<file path="src/rtl/reglk_pkg.sv">
// Shared types, constants and the byte-mask helper for the register-lock bank.
package reglk_pkg;

    typedef enum logic [1:0] {
        IDLE  = 2'd0,
        SWEEP = 2'd1,
        HOLD  = 2'd2
    } state_e;

    typedef enum logic {
        SRC_SW   = 1'b0,
        SRC_JTAG = 1'b1
    } src_e;

    localparam int REGLK_MASTER_BIT = 0;

    // Sized for the widest supported word; callers cast down to their WIDTH.
    function automatic logic [63:0] byte_mask(input logic [7:0] be);
        logic [63:0] m;
        m = '0;
        for (int i = 0; i < 8; i++) begin
            m[i*8 +: 8] = {8{be[i]}};
        end
        return m;
    endfunction

endpackage

</file>
<file path="src/rtl/reglk_sync_edge.sv">
// Two-flop synchroniser for the debug unlock level with a registered rising-edge pulse.
module reglk_sync_edge (
    input  logic clk,
    input  logic rst_n,
    input  logic din,
    output logic level,
    output logic rise
);

    logic [1:0] sync_q;

    always_ff @(posedge clk or negedge rst_n) begin
        if (!rst_n) begin
            sync_q <= '0;
            rise   <= 1'b0;
        end else begin
            sync_q <= {sync_q[0], din};
            rise   <= sync_q[0] & ~sync_q[1];
        end
    end

    assign level = sync_q[1];

endmodule

</file>
<file path="src/rtl/reglk_bank_ctrl.sv">
// Sticky register-lock bank with req/gnt bus port and sweep-based unlock.
// Optional audit outputs (viol_o, viol_cnt_o) are built when REGLK_AUDIT_EN is defined.
//
// state | meaning
// IDLE  | bus port open, waiting for a sweep trigger
// SWEEP | clearing one lock word per cycle, bus blocked
// HOLD  | JTAG sweep done, bus blocked until the unlock level drops
module reglk_bank_ctrl
    import reglk_pkg::*;
#(
    parameter int NUM_WORDS = 6,
    parameter int WIDTH     = 32,
    parameter int AW        = $clog2(NUM_WORDS)
) (
    input  logic                            clk_i,
    input  logic                            rst_ni,
    input  logic                            req_i,
    input  logic                            we_i,
    input  logic [AW-1:0]                   addr_i,
    input  logic [WIDTH-1:0]                wdata_i,
    input  logic [WIDTH/8-1:0]              be_i,
    output logic                            gnt_o,
    output logic                            rvalid_o,
    output logic [WIDTH-1:0]                rdata_o,
    output logic                            err_o,
    input  logic                            jtag_unlock_i,
    input  logic                            rst_reg_lck_i,
    output logic                            busy_o,
`ifdef REGLK_AUDIT_EN
    output logic                            viol_o,
    output logic [7:0]                      viol_cnt_o,
`endif
    output logic [NUM_WORDS-1:0][WIDTH-1:0] reglk_o
);

    state_e state, state_nx;
    src_e   src;
    logic [AW-1:0] idx;
    logic [NUM_WORDS-1:0][WIDTH-1:0] mem;

    logic jtag_level, jtag_rise;
    logic master_lock, sweep_start, in_range, last_idx, wr_ok;
    logic [7:0] be_ext;
    logic [WIDTH-1:0] wmask;

    reglk_sync_edge u_sync (
        .clk   (clk_i),
        .rst_n (rst_ni),
        .din   (jtag_unlock_i),
        .level (jtag_level),
        .rise  (jtag_rise)
    );

    assign master_lock = mem[0][REGLK_MASTER_BIT];
    assign sweep_start = (state == IDLE) & (jtag_rise | (rst_reg_lck_i & ~master_lock));
    assign gnt_o       = req_i & (state == IDLE) & ~sweep_start;
    assign in_range    = ({1'b0, addr_i} < (AW+1)'(NUM_WORDS));
    assign last_idx    = (idx == AW'(NUM_WORDS - 1));
    assign be_ext      = 8'(be_i);
    assign wmask       = WIDTH'(byte_mask(be_ext));
    assign wr_ok       = gnt_o & we_i & in_range & ~master_lock;
    assign busy_o      = (state != IDLE);
    assign reglk_o     = mem;

    always_ff @(posedge clk_i or negedge rst_ni) begin
        if (!rst_ni) begin
            state <= IDLE;
            idx   <= '0;
            src   <= SRC_SW;
        end else begin
            state <= state_nx;
            if (sweep_start) begin
                idx <= '0;
                src <= jtag_rise ? SRC_JTAG : SRC_SW;
            end else if (state == SWEEP) begin
                idx <= idx + AW'(1);
            end
        end
    end

    always_comb begin
        state_nx = state;
        case (state)
            IDLE:    if (sweep_start) state_nx = SWEEP;
            SWEEP:   if (last_idx) state_nx = (src == SRC_JTAG) ? HOLD : IDLE;
            HOLD:    if (!jtag_level) state_nx = IDLE;
            default: state_nx = IDLE;
        endcase
    end

    // Writes only OR bits in; clearing happens solely through the sweep.
    always_ff @(posedge clk_i or negedge rst_ni) begin
        if (!rst_ni) begin
            mem <= '0;
        end else if (state == SWEEP) begin
            mem[idx] <= '0;
        end else if (wr_ok) begin
            mem[addr_i] <= mem[addr_i] | (wdata_i & wmask);
        end
    end

    always_ff @(posedge clk_i or negedge rst_ni) begin
        if (!rst_ni) begin
            rvalid_o <= 1'b0;
            err_o    <= 1'b0;
            rdata_o  <= '0;
        end else begin
            rvalid_o <= gnt_o;
            err_o    <= 1'b0;
            if (gnt_o) begin
                if (!in_range) begin
                    err_o   <= 1'b1;
                    rdata_o <= '0;
                end else if (we_i) begin
                    err_o <= master_lock;
                end else begin
                    rdata_o <= mem[addr_i];
                end
            end
        end
    end

`ifdef REGLK_AUDIT_EN
    logic drop, jtag_done;

    assign drop      = gnt_o & we_i & (master_lock | ~in_range);
    assign jtag_done = (state == SWEEP) & last_idx & (src == SRC_JTAG);

    always_ff @(posedge clk_i or negedge rst_ni) begin
        if (!rst_ni) begin
            viol_o     <= 1'b0;
            viol_cnt_o <= '0;
        end else if (jtag_done) begin
            viol_o     <= 1'b0;
            viol_cnt_o <= '0;
        end else if (drop) begin
            viol_o <= 1'b1;
            if (viol_cnt_o != 8'hFF) viol_cnt_o <= viol_cnt_o + 8'd1;
        end
    end
`endif

endmodule

</file>
<file path="config.mk">
export PLATFORM = sky130hd
export DESIGN_NAME = reglk_bank_ctrl
export DESIGN_NICKNAME = d
export VERILOG_FILES = /design/src/rtl/reglk_pkg.sv /design/src/rtl/reglk_sync_edge.sv /design/src/rtl/reglk_bank_ctrl.sv
export SDC_FILE = /design/constraint.sdc
export NUM_CORES = 1
export LEC_CHECK = 0
export ABC_AREA = 1
export CORE_MARGIN = 2
export CORE_UTILIZATION = 42
export DETAILED_ROUTE_END_ITERATION = 8
export PLACE_DENSITY = 0.78
export SLEW_MARGIN = 20
export SYNTH_ARGS = -nofsm -noshare
export SYNTH_HDL_FRONTEND = slang
export SYNTH_HIERARCHICAL = 1
export SYNTH_SLANG_ARGS = --single-unit
</file>
<file path="constraint.sdc">
create_clock -name clk_i -period 2.74 [get_ports clk_i]
set_input_delay 0.274 -clock clk_i [delete_from_list [all_inputs] [get_ports clk_i]]
set_output_delay 0.274 -clock clk_i [all_outputs]
set_load 0.02 [all_outputs]
</file>
==> flow_summary_export.csv <==
group,metric,value,unit
outcome,status,"finished clean",
worst_setup_path,crit_path_end_kind,"output pin",
cells_and_area,drive_above_1_share,6.20,%
worst_setup_path,cp_max_fo,10,
place,port_buffers,272,
drt,vias_per_cell,5.53,
cells_and_area,register_area,0.00588,sq mm
cts,post_cts_buffers,0,
worst_setup_path,worstPathRequired,2.47,ns
global_route,grt_pass1_wl,70200,um
synthesis,syn-mean-instance-area,7.29,sq um
cells_and_area,finish.utilization,56.7,%
timing,period_share,91.9,%
drt,drc_errors,0,
cells_and_area,mostFrequentLayoutCells,"944 x nand2_1, 268 x clkdlybuf4s50_1, 261 x nand3_1",
cts,root_buffer,"clkbuf_16",
drt,antenna_left,0,
cells_and_area,syn_to_final_growth,32.3,%
cells_and_area,fin_nets,1917,
drt,routedWlPerCell,20.0,um
worst_setup_path,worstSetupPathType,"flop to output pin",
power_and_ir_drop,p_leak,8.57,nW
timing,fin_crit,2.52,ns
timing,slew_headroom,50.5,%
worst_setup_path,arrival,2.24,ns
global_route,antenna_found_initial,0,
worst_setup_path,start_kind,"flop",
cts,holdBufCountCts,1,
cts,tritoncts,"yes",
timing,fmaxAchievable,0.397,GHz
synthesis,yosysWarnings,6,
cts,h-tree-depth,1,
cts,numCtsBuffers,26,
timing,worst_pin_slew,0.741,ns
floorplan,dieArea,0.0298,sq mm
cts,clk_latency,0.53,ns
global_route,grt_use_total,29.8,%
drt,first_iter_violations,1414,
power_and_ir_drop,p_per_area,597,mW/mm^2
synthesis,seq_area_frac_synth,49.3,%
floorplan,fp.coreArea,0.0279,sq mm
timing,hold_viol_final,0,
power_and_ir_drop,peakVddDrop,0.434,mV
timing,rsz0062_at_grt,"false",
min_path,min_path_type,"input port to flop",
timing,fin_skew,0.00829,ns
cts,clk_pin_slew_worst_paths,0.06,ns
cells_and_area,mostFrequentLayoutCell,"nand2_1",
cells_and_area,multiInputGateArea,0.00541,sq mm
cts,cts_sinks,235,
floorplan,initial_core_util,42.9,%
timing,finalSetupViolCount,0,
synthesis,syn_nets,1685,
cells_and_area,n_antenna_cell,0,
cells_and_area,final.fill_count,2539,
cts,cts_resized,0,
floorplan,die_w,173,um
place,gp_congestion,0.965,
synthesis,synthCells,1638,
floorplan,die_h,173,um
floorplan,io_pins,273,
global_route,grt_max_degree,77,
timing,tns,0,ns
drt,drt_first_pass_iters,6,
timing,drv_slew,0,
drt,drt-total-wl,45400,um
cts,clock_path_buffers,3,
synthesis,ys_types,24,
run,cap_violations,0,
power_and_ir_drop,p_total,9.42,mW
floorplan,rows,61,
synthesis,ys_seq_elements,235,
global_route,grt_pass1_vias,12400,
synthesis,netlist_area,0.0119,sq mm
place,dp.final_hpwl,30400,um
global_route,overflow,0,
drt,vias,12500,
[state kept, by name, summed over array words and instances, names as in the netlist]
name,count
reglk_o,192
u_sync/rise,1
err_o,1
state,2
rvalid_o,1
idx,3
rdata_o,32
u_sync/sync_q,2
src,1
[through the flow]
step	cells	cell area [sq um]	hold WS (ns)	setup slack [ns]
final	2265	15800	0.181	0.223
after floorplan	1638	11900	-0.0216	1.07
after global placement	2219	14900	0.205	0.567
after global routing	2265	15800	0.191	0.143
after detailed placement	2219	14900	0.210	0.495
after CTS	2265	15800	0.171	0.210
[path summary, 6_finish.rpt]
path	startpoint	to	slack [ns]	depth (start not counted)
max	reglk_o[0]	gnt_o	0.22	5
min	jtag_unlock_i	u_sync/sync_q[0]	0.18	1
max reg2reg	reglk_o[0]	rdata_o[8]	0.59	9
min reg2reg	u_sync/sync_q[0]	u_sync/sync_q[1]	0.40	0
max in group asynchronous	rst_ni	reglk_o[77]	1.75	3
min in group asynchronous	rst_ni	u_sync/sync_q[0]	0.23	2
[power breakdown]
| group | internal [mW] | total [mW] | switching, mW |
|---|---|---|---|
| logic | 0.635 | 2.05 | 1.41 |
| registers | 3.66 | 3.86 | 0.199 |
| clock network | 2.08 | 3.52 | 1.44 |
[layer usage]
| layer | routed length, um | GRT usage (%) | vias to the layer above |
|---|---|---|---|
| li1 | - | - | 5639 |
| met1 | 17400 | 38.8 | 5916 |
| met2 | 21200 | 48.4 | 832 |
| met3 | 4580 | 5.36 | 137 |
| met4 | 2240 | 14.3 | 0 |
| met5 | 0 | 0 | - |
[logic make-up (layout without fill, tap and decap cells)]
| logic type | after synthesis | in the layout | synth area share, % |
|---|---|---|---|
| simple gates | 1238 | 1238 | 43.3 |
| flops | 235 | 235 | 49.3 |
| buf+inv | 125 | 374 | 5.66 |
| compound gates | 38 | 38 | 1.61 |
| fa+ha+maj | 2 | 2 | 0.210 |
[Yosys cell counts, drive strengths merged]
cell	number	area (sq um)
a21oi	1	5.00
a31oi	1	6.26
buf	70	468
clkbuf	37	140
dfrtp	235	5880
ha	2	25.0
inv	18	67.6
nand2	946	3570
nand3	274	1440
nor2	16	148
nor3	2	10.0
o21ai	35	175
o22ai	1	6.26
[area by class of cell]
class	instances	area share, %
timing repair buffer	311	19.6
inverter	18	0.436
multi-input combinational	1278	34.3
clock buffer	40	5.28
tap	378	2.99
sequential	235	37.2
clock inverter	5	0.174
[worst max-delay path: stages (launching register included)]
cell,delay (ns)
dfrtp_1,0.51
inv_2,0.06
nand2_2,0.09
nand3_4,0.10
nor2_8,0.28
clkdlybuf4s50_1,0.67
Note: power is estimated with default switching activity, not from simulation.
